==> config.mk <==
export PLATFORM = sky130hd
export DESIGN_NAME = hazard_mem_unit
export DESIGN_NICKNAME = d
export VERILOG_FILES = /design/src/rtl/hazard_mem_unit_pkg.sv /design/src/rtl/sat_counter.sv /design/src/rtl/hazard_mem_unit.sv
export SDC_FILE = /design/constraint.sdc
export NUM_CORES = 1
export LEC_CHECK = 0
export ABC_AREA = 1
export CORE_ASPECT_RATIO = 0.5
export CORE_MARGIN = 2
export CORE_UTILIZATION = 56
export CTS_CLUSTER_SIZE = 8
export DETAILED_ROUTE_END_ITERATION = 10
export PLACE_DENSITY_LB_ADDON = 0.25
export RECOVER_POWER = 100
export SETUP_SLACK_MARGIN = 0.3
export SYNTH_ARGS = -nofsm -noshare
export SYNTH_HDL_FRONTEND = slang
export SYNTH_HIERARCHICAL = 1
export SYNTH_SLANG_ARGS = --single-unit
export TNS_END_PERCENT = 1
==> constraint.sdc <==
create_clock -name clk -period 3.43 [get_ports clk]
set_clock_uncertainty 0.2 [all_clocks]
set_input_delay 0.343 -clock clk [delete_from_list [all_inputs] [get_ports clk]]
set_output_delay 0.343 -clock clk [all_outputs]
set_load 0.005 [all_outputs]
==> src/rtl/hazard_mem_unit_pkg.sv <==
// Shared definitions for the hazard / memory-handshake unit.
//   FWD_*          : forwarding mux select encodings for ForwardAE/ForwardBE
//   memState_t     : data-memory handshake FSM states
//   RESULTSRC_LOAD : ResultSrc encoding of a load instruction
package hazard_mem_unit_pkg;

    localparam logic [1:0] FWD_RF = 2'b00;   // operand from register file
    localparam logic [1:0] FWD_W  = 2'b01;   // operand from ResultW
    localparam logic [1:0] FWD_M  = 2'b10;   // operand from ALUResultM

    localparam logic [1:0] RESULTSRC_LOAD = 2'b01;

    typedef enum logic [1:0] {
        RUN      = 2'd0,
        MEM_WAIT = 2'd1,
        FAULT    = 2'd2
    } memState_t;

endpackage

==> src/rtl/sat_counter.sv <==
// Saturating up-counter: holds at all-ones instead of wrapping.
//   clk, rst_n : clock, asynchronous active-low reset
//   inc        : count this cycle
//   count      : current value (registered)
module sat_counter #(
    parameter int unsigned W = 32
) (
    input  logic         clk,
    input  logic         rst_n,
    input  logic         inc,
    output logic [W-1:0] count
);

    always_ff @(posedge clk or negedge rst_n) begin
        if (!rst_n) begin
            count <= '0;
        end else if (inc && (count != '1)) begin
            count <= count + W'(1);
        end
    end

endmodule

==> src/rtl/hazard_mem_unit.sv <==
// Hazard unit for the 5-stage RISC-V pipeline: E-stage forwarding, load-use
// stall, taken-branch flush, a variable-latency data-memory handshake that
// freezes the pipeline, a watchdog with a sticky timeout, and saturating
// stall/flush performance counters.
//   Rs1D/Rs2D, Rs1E/Rs2E, RdE/RdM/RdW : register addresses per stage
//   ResultSrcE0, RegWriteM/W, PCSrcE   : instruction attributes per stage
//   MemAccessM, dmem_ready             : M-stage memory handshake
//   Stall*/Flush*/Forward*             : datapath control (combinational)
//   mem_timeout, stall_cnt, flush_cnt  : status (registered)
module hazard_mem_unit
    import hazard_mem_unit_pkg::*;
#(
    parameter int unsigned REG_AW  = 5,
    parameter int unsigned TIMEOUT = 64,
    parameter int unsigned TO_W    = 8,
    parameter int unsigned CNT_W   = 32
) (
    input  logic              clk,
    input  logic              reset,
    input  logic [REG_AW-1:0] Rs1D,
    input  logic [REG_AW-1:0] Rs2D,
    input  logic [REG_AW-1:0] Rs1E,
    input  logic [REG_AW-1:0] Rs2E,
    input  logic [REG_AW-1:0] RdE,
    input  logic [REG_AW-1:0] RdM,
    input  logic [REG_AW-1:0] RdW,
    input  logic              ResultSrcE0,
    input  logic              RegWriteM,
    input  logic              RegWriteW,
    input  logic              PCSrcE,
    input  logic              MemAccessM,
    input  logic              dmem_ready,
    output logic              StallF,
    output logic              StallD,
    output logic              StallE,
    output logic              StallM,
    output logic              FlushD,
    output logic              FlushE,
    output logic              FlushW,
    output logic [1:0]        ForwardAE,
    output logic [1:0]        ForwardBE,
    output logic              mem_timeout,
    output logic [CNT_W-1:0]  stall_cnt,
    output logic [CNT_W-1:0]  flush_cnt
);

    memState_t         state, stateNext;
    logic [TO_W-1:0]   waitCnt, waitCntNext;
    logic              timeoutNext;
    logic              isLoadE;
    logic              lwStall;
    logic              memStall;
    logic              branchApplied;
    logic              lwApplied;

    // Forwarding: newest producer (M) beats older one (W); x0 never forwards.
    always_comb begin
        ForwardAE = FWD_RF;
        if (RegWriteM && (RdM != '0) && (RdM == Rs1E)) begin
            ForwardAE = FWD_M;
        end else if (RegWriteW && (RdW != '0) && (RdW == Rs1E)) begin
            ForwardAE = FWD_W;
        end

        ForwardBE = FWD_RF;
        if (RegWriteM && (RdM != '0) && (RdM == Rs2E)) begin
            ForwardBE = FWD_M;
        end else if (RegWriteW && (RdW != '0) && (RdW == Rs2E)) begin
            ForwardBE = FWD_W;
        end
    end

    // Only the low ResultSrc bit reaches this block; the high bit is 0 for loads.
    assign isLoadE = ({1'b0, ResultSrcE0} == RESULTSRC_LOAD);
    assign lwStall = isLoadE && (RdE != '0) && ((RdE == Rs1D) || (RdE == Rs2D));

    // Freeze while an M access is outstanding, and forever once faulted.
    assign memStall = ((state == RUN)      && MemAccessM && !dmem_ready) ||
                      ((state == MEM_WAIT) && !dmem_ready) ||
                      (state == FAULT);

    // A frozen pipeline holds the branch/load in E; apply them once it moves.
    assign branchApplied = PCSrcE && !memStall;
    assign lwApplied     = lwStall && !PCSrcE && !memStall;

    assign StallF = memStall || lwApplied;
    assign StallD = memStall || lwApplied;
    assign StallE = memStall;
    assign StallM = memStall;
    assign FlushD = branchApplied;
    assign FlushE = branchApplied || lwApplied;
    assign FlushW = memStall;

    // Memory handshake FSM state register.
    always_ff @(posedge clk or negedge reset) begin
        if (!reset) begin
            state       <= RUN;
            waitCnt     <= '0;
            mem_timeout <= 1'b0;
        end else begin
            state       <= stateNext;
            waitCnt     <= waitCntNext;
            mem_timeout <= timeoutNext;
        end
    end

    // Memory handshake FSM next state; waitCnt counts stalled access cycles.
    always_comb begin
        stateNext   = state;
        waitCntNext = waitCnt;
        timeoutNext = mem_timeout;
        case (state)
            RUN: begin
                if (MemAccessM && !dmem_ready) begin
                    stateNext   = MEM_WAIT;
                    waitCntNext = TO_W'(1);
                end
            end
            MEM_WAIT: begin
                if (dmem_ready) begin
                    stateNext   = RUN;
                    waitCntNext = '0;
                end else if (waitCnt == TO_W'(TIMEOUT)) begin
                    stateNext   = FAULT;
                    timeoutNext = 1'b1;
                end else begin
                    waitCntNext = waitCnt + TO_W'(1);
                end
            end
            FAULT: begin
                stateNext = FAULT;
            end
            default: begin
                stateNext   = RUN;
                waitCntNext = '0;
            end
        endcase
    end

    sat_counter #(.W(CNT_W)) u_stallCnt (
        .clk   (clk),
        .rst_n (reset),
        .inc   (StallF),
        .count (stall_cnt)
    );

    sat_counter #(.W(CNT_W)) u_flushCnt (
        .clk   (clk),
        .rst_n (reset),
        .inc   (branchApplied),
        .count (flush_cnt)
    );

endmodule

==> out/qor.csv <==
metric,value,unit
status,"complete, but fails checks",
failing checks,"max-capacitance violations, max-slew violations",
max_cap viols,1,
CP Class,input port to output port,
Tcrit/Tclk final,88.5,%
Worst Hold Class,flop to flop,
Max-slew headroom,-26.9,%
Fin Setup TNS,0,ns
sequential area share after synthesis,33.7,%
Die ar.,10800,sq um
Buffers on Ports,118,
met2 routed WL,7.15,mm
endpoints failing hold,0,
H-Tree Depth,3,
top layer reached by signal wires,met4,
Detailed Route Iter0 Violations,399,
RD Place Congestion,0.984,
chip width,145,um
cell count after synthesis,848,
met3 WL,1.21,mm
clock latency on the worst-skew pair,0.34,ns
worst slew pin tran,1.90,ns
# clock sinks,75,
hold path depth,2,
CP required,2.89,ns
# nets final,1012,
worst r2r path cells,10,
"Net Count, Synth",895,
hold-fix buffers at CTS,0,
Synth Area per Inst,6.57,sq um
remaining antenna violation count,0,
Rows,25,
drc violations,0,
Yosys reg bits,75,
power per cell area,283,nW/um^2
Fmax,329,MHz
max-slew violations,76,
total CTS buffers,9,
FF+latch area,1880,sq um
CP Capture Type,output port,
clock buffer depth,2,
Final Setup Violations,0,
post-cts sizing count,0,
Clock Pin Slew Worst Setup and Hold Paths,0.06,ns
die height,74.5,um
diode count,0,
Via density,5.25,
synth top area cells,"dfrtp_1 (34%), nand2_1 (22%), nor2_1 (8.4%)",
"Max FO, Critical Path",8,
Synth cell types,33,
vias in the first global route,5264,
layout cells sized above 1,5.88,%
TritonCTS clock tree,yes,
area share of the largest cell type after synthesis,33.7,%
Pleak,3.20,nW
WL/cell,13.4,um
Vias,5801,
initial antenna violation count,0,
CP arrival,2.49,ns
final instance area,7040,sq um
CTS Root Cell,clkbuf_16,
Initial Util,58.2,%
total gr overflow,0,
Multi-input gate area,3190,sq um
cell taking the most area after synthesis,dfrtp_1,
met1 wire length,6.06,mm
Startpoint Class,input port,
final wirelength,14.8,mm
unrepaired setup endpoints after global routing,no,
Max VDD drop,233,uV
Ys Warns,6,
total track usage,27.8,%
DR pass1 iterations,5,
largest net degree at the start of global routing,76,
min cycle time layout,3.04,ns
post-DP HPWL,11.3,mm
"commonest non-fill, non-tap cells in the layout","nand2_1 (336), nor2_1 (126), inv_1 (83)",
FILL cells,813,
# IOs,119,
area grow syn2layout,26.3,%
post-CTS setup buffers,0,
core footprint,9570,sq um
Placement Cell Area,6790,sq um
first-pass GRT wire length,24.1,mm
Post-Syn Area,5570,sq um
"most common cell after layout, fill and taps aside",nand2_1,
## routing by layer
layer,global-route usage (%),up-vias
li1,-,2883
met1,31.3,2629
met2,51.4,251
met3,7.61,38
met4,12.1,0
met5,0,-
## final cells by class
type | count | share of cell area, %
sequential | 75 | 26.7
tap | 135 | 2.40
timing repair buffer | 119 | 16.8
clock inverter | 5 | 0.871
clock buffer | 11 | 3.45
multi-input combinational | 674 | 45.3
inverter | 86 | 4.60
## path summary, 6_finish.rpt
check                                            end  slack (ns)                 from
worst max register to register   u_stallCnt/count[3]        0.59  u_stallCnt/count[1]
max in group asynchronous        u_flushCnt/count[6]        1.56                reset
worst min-delay path                     mem_timeout        0.26          mem_timeout
worst min register to register           mem_timeout        0.26          mem_timeout
worst max-delay path                          FlushE        0.39           dmem_ready
min in group asynchronous       u_stallCnt/count[19]        0.29                reset
## cells in the mapped netlist (all sizes together)
library cell / n
dfrtp: 75
o21ai: 19
nand2: 353
nor2: 139
or2: 1
a31oi: 1
a22o: 1
nor3b: 1
nand3: 61
nand3b: 16
xor2: 8
xnor2: 30
buf: 13
inv: 86
ha: 4
o21bai: 3
a21oi: 2
o2111ai: 1
nand4: 28
nor3: 6
## per-stage QoR
stage | util, % | std cells | hold slack (ns) | worst slack (ns) | power, W
final | 73.6 | 1105 | 0.259 | 0.395 | 0.00200
after global routing | 73.6 | 1105 | 0.299 | 0.227 | 0.00207
after CTS | 74.2 | 1105 | 0.000998 | 0.577 | 0.00202
after global placement | 71.0 | 1089 | 0.247 | 0.462 | 0.00104
after floorplan | - | 848 | -0.153 | 1.11 | 0.000955
after detailed placement | 71.0 | 1089 | 0.254 | 0.347 | 0.00104
## registers in the layout (all words and copies together) (netlist names)
signal,flops
u_stallCnt/count,32
waitCnt,8
u_flushCnt/count,32
state,2
mem_timeout,1
## worst max-delay path, stage by stage
cell and delay, ns:
dlygate4sd3_1 0.58, inv_1 0.15, nand2_1 0.17, nand2_1 0.09, nand2_1 0.13, inv_1 0.09
nor2_1 0.22, inv_1 0.06, nand2_1 0.09, dlygate4sd3_1 0.57
## report_power, final
group | leakage (nW) | internal [W] | total, W | switching [W]
Clock | 0.138 | 0.000586 | 0.000972 | 0.000386
Combinational | 2.06 | 0.0000684 | 0.000133 | 0.0000647
Sequential | 1.01 | 0.000887 | 0.000890 | 0.00000301
## kinds of logic after synthesis
logic type,after synthesis,synth area share [%]
buffers and inverters,99,8.26
xor gates and xnor gates,38,5.97
AOI/OAI and AO/OA,27,3.32
and+or+nand+nor,605,47.9
adders and majority gates,4,0.898
DFF,75,33.7
(Power assumes the default switching activity.)
